`config.mk`:
```
export PLATFORM = sky130hd
export DESIGN_NAME = svm_kernel_accumulator_flat
export DESIGN_NICKNAME = d
export VERILOG_FILES = /design/src/rtl/svm_kernel_accumulator_pkg.sv /design/src/rtl/svm_kernel_accumulator_if.sv /design/src/rtl/svm_kernel_accumulator_mac.sv /design/src/rtl/svm_kernel_accumulator.sv /design/src/flat_wrapper.sv
export SDC_FILE = /design/constraint.sdc
export NUM_CORES = 1
export LEC_CHECK = 0
export CAP_MARGIN = 20
export CORE_ASPECT_RATIO = 0.75
export CORE_UTILIZATION = 62
export CTS_CLUSTER_DIAMETER = 40
export DETAILED_ROUTE_END_ITERATION = 16
export PLACE_DENSITY_LB_ADDON = 0.15
export RECOVER_POWER = 100
export SYNTH_ARGS = -nofsm -noshare
export SYNTH_HDL_FRONTEND = slang
export SYNTH_HIERARCHICAL = 1
export SYNTH_SLANG_ARGS = --single-unit
```
`constraint.sdc`:
```
create_clock -name clk -period 6.8 [get_ports clk]
set_input_delay 0.68 -clock clk [delete_from_list [all_inputs] [get_ports clk]]
set_output_delay 0.68 -clock clk [all_outputs]
set_load 0.005 [all_outputs]
```
`src/rtl/svm_kernel_accumulator_pkg.sv`:
```
// Shared definitions for the SVM kernel accumulator: the CORDIC width that sets the
// kernel width, plus sign-extension and saturation helpers used by the saturating
// build (SVM_ACC_SATURATE_EN).
package svm_kernel_accumulator_pkg;

    // Kernel width produced by the upstream CORDIC stage.
    localparam int unsigned SVM_CORDIC_WIDTH = 16;

    // Working width for saturating arithmetic; accumulator widths must stay below it.
    localparam int unsigned WIDE_WIDTH = 64;

    typedef logic signed [WIDE_WIDTH-1:0] wide_t;

    // Sign-extend the low w bits of v to the full working width.
    function automatic wide_t sext_from(input wide_t v, input int unsigned w);
        wide_t r;
        r = v;
        for (int unsigned b = 0; b < WIDE_WIDTH; b++) begin
            if (b >= w) begin
                r[b] = v[w-1];
            end
        end
        return r;
    endfunction

    // True when v does not fit in a w-bit two's-complement value.
    function automatic logic sat_ovf(input wide_t v, input int unsigned w);
        wide_t max_v;
        wide_t min_v;
        max_v = (wide_t'(1) <<< (w - 1)) - wide_t'(1);
        min_v = -(wide_t'(1) <<< (w - 1));
        return (v > max_v) || (v < min_v);
    endfunction

endpackage

```
`src/rtl/svm_kernel_accumulator_if.sv`:
```
// Kernel-in / coefficient-ROM / decision-out bundle of the SVM kernel accumulator.
// The decision_saturated flag exists only when SVM_ACC_SATURATE_EN is defined.
interface svm_kernel_accumulator_if
    import svm_kernel_accumulator_pkg::*;
#(
    parameter int unsigned WIDTH      = SVM_CORDIC_WIDTH,
    parameter int unsigned COEF_WIDTH = 16,
    parameter int unsigned ACC_WIDTH  = 40,
    parameter int unsigned IDX_WIDTH  = 6
);
    logic [WIDTH-1:0]      kernel_value;
    logic                  kernel_valid_nxt;
    logic [IDX_WIDTH-1:0]  sv_index;
    logic [COEF_WIDTH-1:0] coef;
    logic [ACC_WIDTH-1:0]  bias;
    logic                  abort;
    logic                  decision_valid;
    logic [ACC_WIDTH-1:0]  decision_value;
    logic                  decision_class;
`ifdef SVM_ACC_SATURATE_EN
    logic                  decision_saturated;
`endif

    // Upstream side: kernel source, coefficient ROM and result consumer.
    modport master (
        output kernel_value, kernel_valid_nxt, coef, bias, abort,
`ifdef SVM_ACC_SATURATE_EN
        input  decision_saturated,
`endif
        input  sv_index, decision_valid, decision_value, decision_class
    );

    // Accumulator side.
    modport slave (
        input  kernel_value, kernel_valid_nxt, coef, bias, abort,
`ifdef SVM_ACC_SATURATE_EN
        output decision_saturated,
`endif
        output sv_index, decision_valid, decision_value, decision_class
    );

endinterface

```
`src/rtl/svm_kernel_accumulator_mac.sv`:
```
// Two-stage multiply-accumulate for the SVM decision function: stage 1 forms
// alpha_i*K_i, stage 2 accumulates and adds the bias on the last term.
// SVM_ACC_SATURATE_EN selects saturating instead of wrapping arithmetic.
module svm_mac_stage
    import svm_kernel_accumulator_pkg::*;
#(
    parameter int unsigned WIDTH      = SVM_CORDIC_WIDTH,
    parameter int unsigned COEF_WIDTH = 16,
    parameter int unsigned ACC_WIDTH  = 40
) (
    input  logic                  clk,
    input  logic                  reset,
    input  logic                  i_kernel_valid,
    input  logic                  i_abort,
    input  logic                  i_first,
    input  logic                  i_last,
    input  logic [WIDTH-1:0]      i_kernel,
    input  logic [COEF_WIDTH-1:0] i_coef,
    input  logic [ACC_WIDTH-1:0]  i_bias,
    output logic                  o_fire,
    output logic [ACC_WIDTH-1:0]  o_value
`ifdef SVM_ACC_SATURATE_EN
    ,
    output logic                  o_saturated
`endif
);
    localparam int unsigned PROD_WIDTH = WIDTH + COEF_WIDTH + 1;

    logic [PROD_WIDTH-1:0] w_kernel_ext;
    logic [PROD_WIDTH-1:0] w_coef_ext;
    logic [PROD_WIDTH-1:0] w_prod;
    logic                  w_take;
    logic                  w_en;
    logic [ACC_WIDTH-1:0]  w_sum;
    logic [ACC_WIDTH-1:0]  w_dec;

    logic [PROD_WIDTH-1:0] r_prod;
    logic                  r_prod_valid;
    logic                  r_prod_first;
    logic                  r_prod_last;
    logic [ACC_WIDTH-1:0]  r_acc;

    // Kernel is an unsigned fraction, so it gets a zero sign bit before the signed multiply.
    assign w_kernel_ext = {{(COEF_WIDTH + 1){1'b0}}, i_kernel};
    assign w_coef_ext   = {{(WIDTH + 1){i_coef[COEF_WIDTH-1]}}, i_coef};
    assign w_prod       = $signed(w_kernel_ext) * $signed(w_coef_ext);
    assign w_take       = i_kernel_valid && !i_abort;
    // Abort also discards a product already in flight.
    assign w_en         = r_prod_valid && !i_abort;

`ifdef SVM_ACC_SATURATE_EN
    localparam logic [ACC_WIDTH-1:0] ACC_MAX = {1'b0, {(ACC_WIDTH - 1){1'b1}}};
    localparam logic [ACC_WIDTH-1:0] ACC_MIN = {1'b1, {(ACC_WIDTH - 1){1'b0}}};

    wide_t w_sum_wide;
    wide_t w_dec_wide;
    logic  w_sum_ovf;
    logic  w_dec_ovf;
    logic  w_sat_so_far;
    logic  r_sat;

    // Saturating accumulate and bias add, computed wide and clipped back to ACC_WIDTH.
    always_comb begin
        w_sum_wide = (r_prod_first ? '0 : sext_from(wide_t'(r_acc), ACC_WIDTH))
                     + sext_from(wide_t'(r_prod), PROD_WIDTH);
        w_sum_ovf  = sat_ovf(w_sum_wide, ACC_WIDTH);
        w_sum      = w_sum_ovf ? (w_sum_wide[WIDE_WIDTH-1] ? ACC_MIN : ACC_MAX)
                               : w_sum_wide[ACC_WIDTH-1:0];
        w_dec_wide = sext_from(wide_t'(w_sum), ACC_WIDTH) + sext_from(wide_t'(i_bias), ACC_WIDTH);
        w_dec_ovf  = sat_ovf(w_dec_wide, ACC_WIDTH);
        w_dec      = w_dec_ovf ? (w_dec_wide[WIDE_WIDTH-1] ? ACC_MIN : ACC_MAX)
                               : w_dec_wide[ACC_WIDTH-1:0];
        w_sat_so_far = (r_prod_first ? 1'b0 : r_sat) | w_sum_ovf;
    end

    // Sticky saturation flag for the classification in progress.
    always_ff @(posedge clk or negedge reset) begin
        if (!reset) begin
            r_sat <= 1'b0;
        end else if (w_en) begin
            r_sat <= w_sat_so_far;
        end
    end

    assign o_saturated = w_sat_so_far | w_dec_ovf;
`else
    logic [ACC_WIDTH-1:0] w_prod_ext;

    // Wrapping accumulate and bias add.
    always_comb begin
        w_prod_ext = {{(ACC_WIDTH - PROD_WIDTH){r_prod[PROD_WIDTH-1]}}, r_prod};
        w_sum      = (r_prod_first ? '0 : r_acc) + w_prod_ext;
        w_dec      = w_sum + i_bias;
    end
`endif

    // Stage 1: register the product and its position within the vector.
    always_ff @(posedge clk or negedge reset) begin
        if (!reset) begin
            r_prod       <= '0;
            r_prod_valid <= 1'b0;
            r_prod_first <= 1'b0;
            r_prod_last  <= 1'b0;
        end else begin
            r_prod_valid <= w_take;
            if (w_take) begin
                r_prod       <= w_prod;
                r_prod_first <= i_first;
                r_prod_last  <= i_last;
            end
        end
    end

    // Stage 2: accumulate; the first term of a vector overwrites the old sum.
    always_ff @(posedge clk or negedge reset) begin
        if (!reset) begin
            r_acc <= '0;
        end else if (w_en) begin
            r_acc <= w_sum;
        end
    end

    assign o_fire  = w_en && r_prod_last;
    assign o_value = w_dec;

endmodule

```
`src/rtl/svm_kernel_accumulator.sv`:
```
// SVM kernel accumulator top: support-vector counter, coefficient ROM addressing one
// cycle ahead of the kernel, and the decision output register.
// Optional saturation and decision_saturated output: SVM_ACC_SATURATE_EN.
module svm_kernel_accumulator
    import svm_kernel_accumulator_pkg::*;
#(
    parameter int unsigned WIDTH      = SVM_CORDIC_WIDTH,
    parameter int unsigned COEF_WIDTH = 16,
    parameter int unsigned ACC_WIDTH  = 40,
    parameter int unsigned SV_COUNT   = 64,
    parameter int unsigned IDX_WIDTH  = 6
) (
    input  logic                    clk,
    input  logic                    reset,
    svm_kernel_accumulator_if.slave bus
);
    localparam logic [IDX_WIDTH-1:0] LAST_IDX = IDX_WIDTH'(SV_COUNT - 1);

    logic                 r_kernel_valid;
    logic [IDX_WIDTH-1:0] r_count;
    logic [IDX_WIDTH-1:0] w_count_inc;
    logic                 w_fire;
    logic [ACC_WIDTH-1:0] w_value;
    logic                 r_dec_valid;
    logic [ACC_WIDTH-1:0] r_dec_value;
    logic                 r_dec_class;
`ifdef SVM_ACC_SATURATE_EN
    logic                 w_sat;
    logic                 r_dec_sat;
`endif

    assign w_count_inc  = (r_count == LAST_IDX) ? '0 : r_count + 1'b1;
    // Address the ROM for the next kernel so its coefficient lands with it.
    assign bus.sv_index = r_kernel_valid ? w_count_inc : r_count;

    // Input valid pipeline and support-vector counter; abort restarts the vector.
    always_ff @(posedge clk or negedge reset) begin
        if (!reset) begin
            r_kernel_valid <= 1'b0;
            r_count        <= '0;
        end else if (bus.abort) begin
            r_kernel_valid <= 1'b0;
            r_count        <= '0;
        end else begin
            r_kernel_valid <= bus.kernel_valid_nxt;
            if (r_kernel_valid) begin
                r_count <= w_count_inc;
            end
        end
    end

    svm_mac_stage #(
        .WIDTH      (WIDTH),
        .COEF_WIDTH (COEF_WIDTH),
        .ACC_WIDTH  (ACC_WIDTH)
    ) u_mac (
        .clk            (clk),
        .reset          (reset),
        .i_kernel_valid (r_kernel_valid),
        .i_abort        (bus.abort),
        .i_first        (r_count == '0),
        .i_last         (r_count == LAST_IDX),
        .i_kernel       (bus.kernel_value),
        .i_coef         (bus.coef),
        .i_bias         (bus.bias),
        .o_fire         (w_fire),
        .o_value        (w_value)
`ifdef SVM_ACC_SATURATE_EN
        ,
        .o_saturated    (w_sat)
`endif
    );

    // Decision register: pulse valid and capture the result on the last term.
    always_ff @(posedge clk or negedge reset) begin
        if (!reset) begin
            r_dec_valid <= 1'b0;
            r_dec_value <= '0;
            r_dec_class <= 1'b0;
`ifdef SVM_ACC_SATURATE_EN
            r_dec_sat   <= 1'b0;
`endif
        end else begin
            r_dec_valid <= w_fire;
            if (w_fire) begin
                r_dec_value <= w_value;
                r_dec_class <= ~w_value[ACC_WIDTH-1];
`ifdef SVM_ACC_SATURATE_EN
                r_dec_sat   <= w_sat;
`endif
            end
        end
    end

    assign bus.decision_valid = r_dec_valid;
    assign bus.decision_value = r_dec_value;
    assign bus.decision_class = r_dec_class;
`ifdef SVM_ACC_SATURATE_EN
    assign bus.decision_saturated = r_dec_sat;
`endif

endmodule
```
`src/flat_wrapper.sv`:
```
// flat-port wrapper written by rule: the top's interface ports become plain ports
module svm_kernel_accumulator_flat import svm_kernel_accumulator_pkg::*;
#(
    parameter int unsigned WIDTH      = SVM_CORDIC_WIDTH,
    parameter int unsigned COEF_WIDTH = 16,
    parameter int unsigned ACC_WIDTH  = 40,
    parameter int unsigned SV_COUNT   = 64,
    parameter int unsigned IDX_WIDTH  = 6
)
  (clk, reset, bus_kernel_value, bus_kernel_valid_nxt, bus_coef, bus_bias, bus_abort, bus_sv_index, bus_decision_valid, bus_decision_value, bus_decision_class);
  svm_kernel_accumulator_if #(.WIDTH(WIDTH), .COEF_WIDTH(COEF_WIDTH), .ACC_WIDTH(ACC_WIDTH), .IDX_WIDTH(IDX_WIDTH)) bus_i ();
  input  logic clk;
  input  logic reset;
  input wire logic [$bits(bus_i.kernel_value)-1:0] bus_kernel_value;
  input wire logic [$bits(bus_i.kernel_valid_nxt)-1:0] bus_kernel_valid_nxt;
  input wire logic [$bits(bus_i.coef)-1:0] bus_coef;
  input wire logic [$bits(bus_i.bias)-1:0] bus_bias;
  input wire logic [$bits(bus_i.abort)-1:0] bus_abort;
  output wire logic [$bits(bus_i.sv_index)-1:0] bus_sv_index;
  output wire logic [$bits(bus_i.decision_valid)-1:0] bus_decision_valid;
  output wire logic [$bits(bus_i.decision_value)-1:0] bus_decision_value;
  output wire logic [$bits(bus_i.decision_class)-1:0] bus_decision_class;
  assign bus_i.kernel_value = bus_kernel_value;
  assign bus_i.kernel_valid_nxt = bus_kernel_valid_nxt;
  assign bus_i.coef = bus_coef;
  assign bus_i.bias = bus_bias;
  assign bus_i.abort = bus_abort;
  assign bus_sv_index = bus_i.sv_index;
  assign bus_decision_valid = bus_i.decision_valid;
  assign bus_decision_value = bus_i.decision_value;
  assign bus_decision_class = bus_i.decision_class;
  svm_kernel_accumulator #(.WIDTH(WIDTH), .COEF_WIDTH(COEF_WIDTH), .ACC_WIDTH(ACC_WIDTH), .SV_COUNT(SV_COUNT), .IDX_WIDTH(IDX_WIDTH)) u_core (.clk(clk), .reset(reset), .bus(bus_i));
endmodule
```
==> results.ini <==
[status]
status=complete, but fails checks
violations=capacitance limit, slew limit

[floorplan]
io_pins=124
core_area_um2=28050
die_h_um=148.5
initial_utilization=0.6326
row_count=53
dieArea_um2=29310
die_w_um=197.3

[worst_setup_path]
worstPathMaxFanout=7
critPathRequiredTime_ps=7070
ff2ff_path_depth=22
r2r_setup_slack_ps=480
worstReg2RegEnd=u_core/bus.decision_class
startpoint_type=primary input
worst_ep_arrival_time_ps=6850
critical_path_class=in2reg
timing.rr.start=u_core/u_mac/r_prod_first
end_kind=flip-flop

[grt]
grt_antenna_before_repair=0
use_met2=0.4838
grt_max_degree=79
gr-usage-met3=0.05193
grt_pass1_wl_mm=71.26
grt_busiest_layer=met2
grt-ovfl-total=0
grt_usage=0.3075
grt_pass1_vias=14400
use_met1=0.4408

[clocking]
clk_latency_ps=430
numCtsBuffers=17
clock_sinks=125
postCtsSetupBuffers=0
root_buffer=clkbuf_16
cts_tree=yes
clk_pin_slew_worst_paths_ps=60
h-tree-depth=4
cts_hold_buf=0
clock_path_buffers=2

[synthesis]
synth_ff_type=dfrtp_1
synth_fp_nets=2430
synth_cell_types=77
syn_inst=1956
netlist_area_um2=17740
async_flop_share=1.000
yosysWarnings=6
synth_top_family_by_area=adder cells
muxShareOfSynthArea=0.05063
ys_ff_latch=125
synthXorXnorAreaFrac=0.05281
avgSynthCellArea_um2=9.072
synthAdderAreaFrac=0.3636
synth_edf_count=0
yosysSeqAreaShare=0.1763
synth_compound_area_frac=0.1283
synth-simple-area-share=0.1551

[timing]
period_share=0.9663
finalClockSkew_ps=8.197
hold_ws_ps=482.9
slew_violations=181
finalCriticalPeriod_ps=6571
worst_slew_pin_slew_ps=2713
relSlewSlack=-0.8090
finalSetupViolCount=0
finalHoldViolations=0
max_freq_mhz=152.2

[place]
gp_congestion=0.9394
io_buffers=123
hpwl_mm=35.18
placed_cells=2497

[worst_hold_path]
hp-class=reg2reg
min-delay-start=u_core/bus.decision_value[17]
hold_depth=1
holdPathEnd=u_core/bus.decision_value[17]

[route]
routedWlPerCell_um=17.05
drt-initial-drc-count=932
drc=0
drtAntennaViolNets=0
dr.pass1.iters=5
num_vias=14260
wirelength_mm=43.14
vias_per_cell=5.635

[finish]
drive_gt1_frac=0.1076
area_growth_pct=16.07
fin_cells=2531
insertedDiodeCount=0
finalNetCount=2607

[job]
cap_violations=5

==> metrics by stage <==
stage          TNS (ps)  instance area [um^2]  utilization  setup WS [ps]
2_1_floorplan         0                 17740            -          544.4
3_3_place_gp     -255.1                 20030       0.7140         -73.55
3_5_place_dp      -1356                 20030       0.7140         -210.9
4_1_cts               0                 20610       0.7347          228.9
5_1_grt          -5.239                 20600       0.7342         -5.239
6_report              0                 20600       0.7342          229.2
==> per-layer routing <==
| metal | up-vias | wire length, um |
|---|---|---|
| met5 | - | 0 |
| met4 | 0 | 742 |
| met3 | 73 | 3124 |
| met2 | 478 | 19880 |
| met1 | 6948 | 19390 |
| li1 | 6762 | - |
==> cell families after synthesis <==
group	count (synthesis)
and+or+nand+nor	567
AOI/OAI and AO/OA	337
muxes	80
adders and majority gates	398
buffers and inverters	342
DFF	125
xor gates and xnor gates	107
==> final cells by class <==
cell class | instances | area, um^2
Timing Repair Buffer | 226 | 2073
Multi-Input combinational cell | 1489 | 13310
Sequential cell | 125 | 3128
Clock buffer | 17 | 425.4
Inverter | 274 | 1028
Clock inverter | 15 | 153.9
Tap cell | 385 | 481.7
Fill cell | 2162 | 7455
==> worst max-delay path by stage <==
| stage | slack (ps) | end | start | cells after the start |
|---|---|---|---|---|
| after floorplan | 540 | u_core/u_mac/r_prod[32] | bus_coef[1] | 21 |
| after global placement | -70 | u_core/u_mac/r_prod[28] | bus_kernel_value[7] | 21 |
| after detailed placement | -210 | u_core/u_mac/r_prod[30] | bus_kernel_value[7] | 21 |
| after CTS | 230 | u_core/u_mac/r_prod[30] | bus_kernel_value[7] | 21 |
| after global routing | -5 | u_core/u_mac/r_prod[28] | bus_coef[6] | 23 |
| final | 230 | u_core/u_mac/r_prod[28] | bus_coef[6] | 23 |
==> flip-flops by register name, indices dropped and copies added, names as in the netlist <==
name                       flops
u_core/bus.decision_valid      1
u_core/u_mac/r_prod_valid      1
u_core/u_mac/r_prod_first      1
u_core/bus.decision_value     40
u_core/u_mac/r_prod           33
u_core/bus.decision_class      1
u_core/u_mac/r_prod_last       1
u_core/u_mac/r_acc            40
u_core/r_count                 6
u_core/r_kernel_valid          1
==> repair_timing <==
item | CTS | global route
setup endpoints to repair | 0 | 7
endpoints found under the hold margin | 0 | 0
gates resized for setup | 0 | 6
==> cell usage in the layout, fill, tap and decap left out, drive strengths merged, types with 5 or more instances in the layout <==
| cell | netlist | routed |
|---|---|---|
| inv | 273 | 282 |
| nand2 | 246 | 246 |
| ha | 202 | 202 |
| fa | 196 | 196 |
| dfrtp | 125 | 125 |
| and2 | 115 | 115 |
| a21oi | 108 | 108 |
| buf | 5 | 98 |
| mux2 | 78 | 78 |
| o21ai | 72 | 72 |
| xnor2 | 70 | 70 |
| clkdlybuf4s50 | 0 | 69 |
| nor2 | 61 | 61 |
| a21o | 58 | 58 |
| nor2b | 50 | 50 |
| dlygate4sd3 | 0 | 49 |
| xor2 | 37 | 37 |
| nand3 | 24 | 24 |
| clkbuf | 63 | 22 |
| nand2b | 18 | 18 |
| nand4 | 17 | 17 |
| o21bai | 17 | 17 |
| a31oi | 15 | 15 |
| nor3 | 11 | 11 |
| o21a | 11 | 11 |
| and3 | 11 | 11 |
| o211ai | 8 | 8 |
| o41ai | 7 | 7 |
| clkinvlp | 0 | 5 |
| o31ai | 5 | 5 |
| a211oi | 5 | 5 |
==> Yosys cell counts, types with 5 or more instances <==
master	count	area, um^2
nand2_1	245	919.6
nor2b_1	50	312.8
o21ai_0	63	315.3
o211ai_1	8	60.06
nor2_1	61	229.0
o21bai_1	15	112.6
inv_1	273	1025
o21a_1	11	82.58
nand2b_1	18	112.6
ha_1	202	2527
a21oi_1	106	530.5
a31oi_1	15	93.84
a21o_1	58	435.4
xnor2_1	70	613.1
o31ai_1	5	37.54
nand4_1	17	106.4
o41ai_1	5	43.79
dfrtp_1	125	3128
nor3_1	11	55.05
xor2_1	37	324.1
fa_1	196	3924
and3_1	11	68.82
mux2_2	75	844.6
and2_1	115	719.4
clkbuf_1	63	236.5
nand3_1	23	115.1
o21ai_1	7	35.03
==> worst max-delay path: stages <==
cell             delay (ps)
clkdlybuf4s50_1         510
buf_4                   210
and2_1                  170
fa_1                    480
inv_1                    50
fa_1                    470
inv_1                    60
fa_1                    480
fa_1                    500
fa_1                    490
inv_1                    50
fa_1                    470
inv_1                    40
ha_1                    340
nand3_1                 120
or2_2                   340
o32ai_4                 270
a311oi_2                170
o21ai_2                 280
a311o_1                 280
a21oi_1                 100
xor2_1                  160
o21ai_0                  90
Power is left out: the tool's default activity adds up to more than one toggle a clock period on the data nets, which glitch-free logic cannot reach.
